**src/rtl/uart_tx_fifo.sv**
```systemverilog
// UART transmitter with a small input FIFO: start bit, 8 data bits LSB first,
// optional even/odd parity, one or two stop bits. Frames run back-to-back while bytes are queued.
module uart_tx_fifo #(
   parameter int CLKS_PER_BIT = 50,
   parameter int FIFO_DEPTH   = 4,
   parameter int PARITY       = 0,
   parameter int STOP_BITS    = 1
) (
   input  logic       clk,
   input  logic       rst_n,
   input  logic [7:0] din,
   input  logic       din_valid,
   output logic       din_ready,
   output logic       tx,
   output logic       busy,
   output logic [4:0] fifo_count
);

   localparam int          PTR_W     = $clog2(FIFO_DEPTH);
   localparam logic [15:0] BAUD_LAST = 16'(CLKS_PER_BIT - 1);
   localparam logic [4:0]  DEPTH     = 5'(FIFO_DEPTH);
   localparam logic        STOP_LAST = 1'(STOP_BITS - 1);

   typedef enum logic [2:0] {
      S_IDLE,
      S_START,
      S_DATA,
      S_PARITY,
      S_STOP
   } state_t;

   state_t           state_q, state_d;
   logic [15:0]      baud_q, baud_d;
   logic [2:0]       bit_q, bit_d;
   logic             stop_q, stop_d;
   logic [7:0]       data_q, data_d;
   logic [PTR_W-1:0] wr_ptr_q, wr_ptr_d;
   logic [PTR_W-1:0] rd_ptr_q, rd_ptr_d;
   logic [4:0]       count_q, count_d;
   logic             tx_q, tx_d;
   logic             push, pop, baud_done, parity_bit;
   logic [7:0]       mem [FIFO_DEPTH];

   // din_ready depends only on the registered count (and reset), never on din_valid
   assign din_ready  = rst_n && (count_q < DEPTH);
   assign push       = din_valid && din_ready;
   assign busy       = (state_q != S_IDLE) || (count_q != 5'd0);
   assign fifo_count = count_q;
   assign tx         = tx_q;

   always_ff @(posedge clk) begin
      if (push) mem[wr_ptr_q] <= din;
   end

   always_ff @(posedge clk or negedge rst_n) begin
      if (!rst_n) begin
         state_q  <= S_IDLE;
         baud_q   <= '0;
         bit_q    <= '0;
         stop_q   <= 1'b0;
         data_q   <= '0;
         wr_ptr_q <= '0;
         rd_ptr_q <= '0;
         count_q  <= '0;
         tx_q     <= 1'b1;
      end else begin
         state_q  <= state_d;
         baud_q   <= baud_d;
         bit_q    <= bit_d;
         stop_q   <= stop_d;
         data_q   <= data_d;
         wr_ptr_q <= wr_ptr_d;
         rd_ptr_q <= rd_ptr_d;
         count_q  <= count_d;
         tx_q     <= tx_d;
      end
   end

   always_comb begin
      state_d   = state_q;
      baud_d    = baud_q;
      bit_d     = bit_q;
      stop_d    = stop_q;
      pop       = 1'b0;
      baud_done = (baud_q == BAUD_LAST);
      if (state_q != S_IDLE) baud_d = baud_done ? 16'd0 : baud_q + 16'd1;
      case (state_q)
         S_IDLE: begin
            if (count_q != 5'd0) begin
               pop     = 1'b1;
               state_d = S_START;
            end
         end
         S_START: begin
            if (baud_done) begin
               state_d = S_DATA;
               bit_d   = 3'd0;
            end
         end
         S_DATA: begin
            if (baud_done) begin
               if (bit_q == 3'd7) begin
                  state_d = (PARITY != 0) ? S_PARITY : S_STOP;
                  stop_d  = 1'b0;
               end else begin
                  bit_d = bit_q + 3'd1;
               end
            end
         end
         S_PARITY: begin
            if (baud_done) begin
               state_d = S_STOP;
               stop_d  = 1'b0;
            end
         end
         S_STOP: begin
            // Last stop bit: chain straight into the next frame if one is queued
            if (baud_done) begin
               if (stop_q == STOP_LAST) begin
                  if (count_q != 5'd0) begin
                     pop     = 1'b1;
                     state_d = S_START;
                  end else begin
                     state_d = S_IDLE;
                  end
               end else begin
                  stop_d = 1'b1;
               end
            end
         end
         default: state_d = S_IDLE;
      endcase
   end

   always_comb begin
      data_d   = data_q;
      rd_ptr_d = rd_ptr_q;
      wr_ptr_d = wr_ptr_q;
      count_d  = count_q;
      if (pop) begin
         data_d   = mem[rd_ptr_q];
         rd_ptr_d = rd_ptr_q + PTR_W'(1);
      end
      if (push) wr_ptr_d = wr_ptr_q + PTR_W'(1);
      case ({push, pop})
         2'b10:   count_d = count_q + 5'd1;
         2'b01:   count_d = count_q - 5'd1;
         default: count_d = count_q;
      endcase
   end

   // tx is registered, so it is derived from the state being entered
   always_comb begin
      parity_bit = (PARITY == 1) ? ^data_d : ~^data_d;
      case (state_d)
         S_START:  tx_d = 1'b0;
         S_DATA:   tx_d = data_d[bit_d];
         S_PARITY: tx_d = parity_bit;
         default:  tx_d = 1'b1;
      endcase
   end

endmodule

```
**config.mk**
```make
export PLATFORM = sky130hd
export DESIGN_NAME = uart_tx_fifo
export DESIGN_NICKNAME = d
export VERILOG_FILES = /design/src/rtl/uart_tx_fifo.sv
export SDC_FILE = /design/constraint.sdc
export NUM_CORES = 1
export LEC_CHECK = 0
export CORE_UTILIZATION = 63
export CTS_CLUSTER_DIAMETER = 100
export DETAILED_ROUTE_END_ITERATION = 10
export PLACE_DENSITY = 0.83
export SLEW_MARGIN = 20
export SYNTH_ARGS = -nofsm -noshare
export SYNTH_HDL_FRONTEND = slang
export SYNTH_SLANG_ARGS = --single-unit
```
**constraint.sdc**
```tcl
create_clock -name clk -period 9.3 [get_ports clk]
set_input_delay 0.93 -clock clk [delete_from_list [all_inputs] [get_ports clk]]
set_output_delay 0.93 -clock clk [all_outputs]
set_load 0.05 [all_outputs]
```
==> results.yml <==
cells_and_area:
  diodes: 0
  n_fill_cell: 326
  area_growth_pct: 12.7
  layout.nets: 301
  drive_above_1_share_pct: 11.2
synthesis:
  netlist_area_um2: 3350
  yosysSeqAreaShare_pct: 58.6
  synth-compound-area-share_pct: 5.79
  synth-simple-area-share_pct: 11.9
  syn_area_per_cell_um2: 13.0
  synthMuxAreaShare_pct: 9.15
  synth_top_cell_by_area: "dfrtp_1"
  synthTopCellsByArea: "dfrtp_1 (29%), edfxtp_1 (29%), mux4_2 (5.4%), xnor2_1 (5.2%), ha_1 (3.7%)"
  syn_inst: 258
  yosys_warnings: 0
  synth_edf_count: 32
  yosys.area_share.xor_xnor_pct: 7.58
  post-synth-top-count-cell: "dfrtp_1"
  ys_ff_latch: 72
  syn_nets: 279
  synthAdderAreaFrac_pct: 3.73
  synth_top_area_share_pct: 29.1
  synth_top_family_by_area: "simple AND/OR/NAND/NOR gates"
  synth_async_sr_flop_share_pct: 55.6
  synthDistinctLibCells: 49
  ys.flop_type: "dfrtp_1"
  ys_top_cells_by_count: "dfrtp_1 (39), edfxtp_1 (32), xnor2_1 (20), inv_1 (17), nor2_1 (16)"
pwr:
  ir_worst_vdd_mv: 0.256
  fin_total_pwr_uw: 1140
  pwr_density_cell_nw_per_um2: 302
  p_leak_uw: 0.00147
clock_tree:
  cts-htree-levels: 3
  hold_buffers: 0
  cts_resized: 0
  clock_sinks: 72
  root_buffer: "clkbuf_8"
  cts_setup_buffers: 0
  cts_tree: "done"
  clock_path_buffers: 2
  numCtsBuffers: 9
  clkSlewWorstSetupHoldPaths_ps: 80
  clkLatencyLatePin_ps: 360
detailed_routing:
  wire_per_inst_um: 16.5
  num_vias: 2019
  route.detailed.drc: 0
  dr.pass1.iters: 4
  drt-initial-drc-count: 123
  routed_wl_mm: 5.85
  vias_per_cell: 5.69
  antenna_left: 0
placement:
  place_ws_ps: 5550
  dp_hpwl_mm: 3.89
  port_buffers: 18
  place_congestion: 0.785
die:
  num_rows: 26
  floorplan.initialDensity_pct: 65.6
  coreArea_um2: 5110
  dieArea_um2: 5610
  die_x_um: 74.9
  num_io_pins: 19
  die_h_um: 74.9
timing:
  rsz0062_at_grt: "no"
  period_share_pct: 39.2
  post-route-min-period_ps: 3650
  drv_slew: 0
  max_clock_freq_ghz: 0.274
  setup_violations: 0
  layout_setup_ws_ps: 5650
  finalHoldViolations: 0
  tightest_slew_ps: 897
  maxSlewHeadroom_pct: 40.2
  setup_tns_ps: 0
  clock_skew_ps: 15.7
setup_path:
  start_kind: "flop"
  slowest_delay_ps: 570
  required_ps: 9540
  cp_top_family: "simple AND/OR/NAND/NOR gates"
  critPathKind: "flop to flop"
  crit_slowest_cell: "or4_4"
  endpoint_kind: "flop"
  path_cells: "inv_1 -> ha_1 -> or4b_1 -> or4_4 -> a21boi_1 -> buf_4 -> ha_1 -> xor2_1 -> ha_1 -> nor2_1 -> a22oi_1 -> nor2_1 -> nor2_1 -> o22a_1 -> nor2_1 -> xor2_1"
  critical_path.max_fanout: 12
  timing.critical_path.buf_inv: 2
  arrival_ps: 3880
  cp_common_cell: "nor2_1"
grt:
  grt_max_degree: 43
  track_usage_pct: 24.0
  antenna_found_initial: 0
  grt_first_pass_wirelength_mm: 9.24
  grt_overflow: 0
  grt_pass1_vias: 1897
outcome:
  status: "finished, final reports clean"
hold_path:
  hold_class: "flop to flop"
run:
  maxCapViolCount: 0
## worst register-to-register path, cell delays in order (launching register included)
cell      delay (ps)
dfrtp_1          400
inv_1             70
ha_1             130
or4b_1           480
or4_4            570
a21boi_1         170
buf_4            240
ha_1             340
xor2_1           180
ha_1             230
nor2_1            70
a22oi_1          150
nor2_1            60
nor2_1           110
o22a_1           130
nor2_1            40
xor2_1           140
## cell type report
class	count	area (um^2)	area share, %
sequential	72	1960	52.0
multi-input combinational	161	1280	33.8
timing repair buffer	19	183	4.84
clock buffer	9	124	3.28
tap	70	87.6	2.32
clock inverter	7	78.8	2.09
inverter	17	63.8	1.69
## sequential cells by signal, indices dropped and copies added, names as in the netlist
name / flops
data_q: 8
baud_q: 16
tx: 1
fifo_count: 5
state_q: 3
bit_q: 3
wr_ptr_q: 2
rd_ptr_q: 2
mem: 32
## power by group
group | switching, uW | total [uW] | internal [uW]
combinational | 217 | 413 | 197
sequential | 75.3 | 472 | 397
clock | 128 | 254 | 126
## cell families (layout without fill, tap and decap cells)
kind of cell,after synthesis,count (layout)
mux,20,20
simple gates,73,73
fa+ha+maj,10,10
buf+inv,25,52
xor+xnor,29,29
flops,72,72
compound gates,29,29
## worst paths after layout
kind	from	endpoint	slack [ps]	cells after the start
max in group asynchronous	rst_n	wr_ptr_q[1]	8030	1
worst max register to register	baud_q[1]	fifo_count[4]	5650	16
worst min-delay path	baud_q[14]	baud_q[14]	500	1
worst max-delay path	baud_q[1]	fifo_count[4]	5650	16
min in group asynchronous	rst_n	baud_q[6]	700	1
worst min register to register	baud_q[14]	baud_q[14]	500	1
## placed cells by master (no fill, tap or decap), drive strengths merged, types with 10 or more instances in the layout
cell type / synthesis / layout
inv: 17 / 19
dfrtp: 39 / 39
xnor2: 20 / 20
edfxtp: 32 / 32
nand2: 15 / 15
clkdlybuf4s50: 0 / 17
ha: 10 / 10
mux2i: 10 / 10
nor2: 16 / 16
## per-stage QoR
| stage | instances | util [%] | hold WS [ps] | area, um^2 |
|---|---|---|---|---|
| floorplan | 258 | - | 453 | 3350 |
| global placement | 339 | 70.0 | 479 | 3570 |
| detailed placement | 339 | 70.0 | 488 | 3570 |
| CTS | 355 | 74.0 | 503 | 3780 |
| global route | 355 | 74.0 | 511 | 3780 |
| finish | 355 | 74.0 | 498 | 3780 |
## layer usage
layer  track usage, %  wire length [um]  vias up
li1                 -                 -      974
met1             32.8              2720      996
met2             36.1              2820       40
met3             6.96               194        9
met4             10.7               117        0
met5                0                 0        -
(Power assumes the default switching activity.)
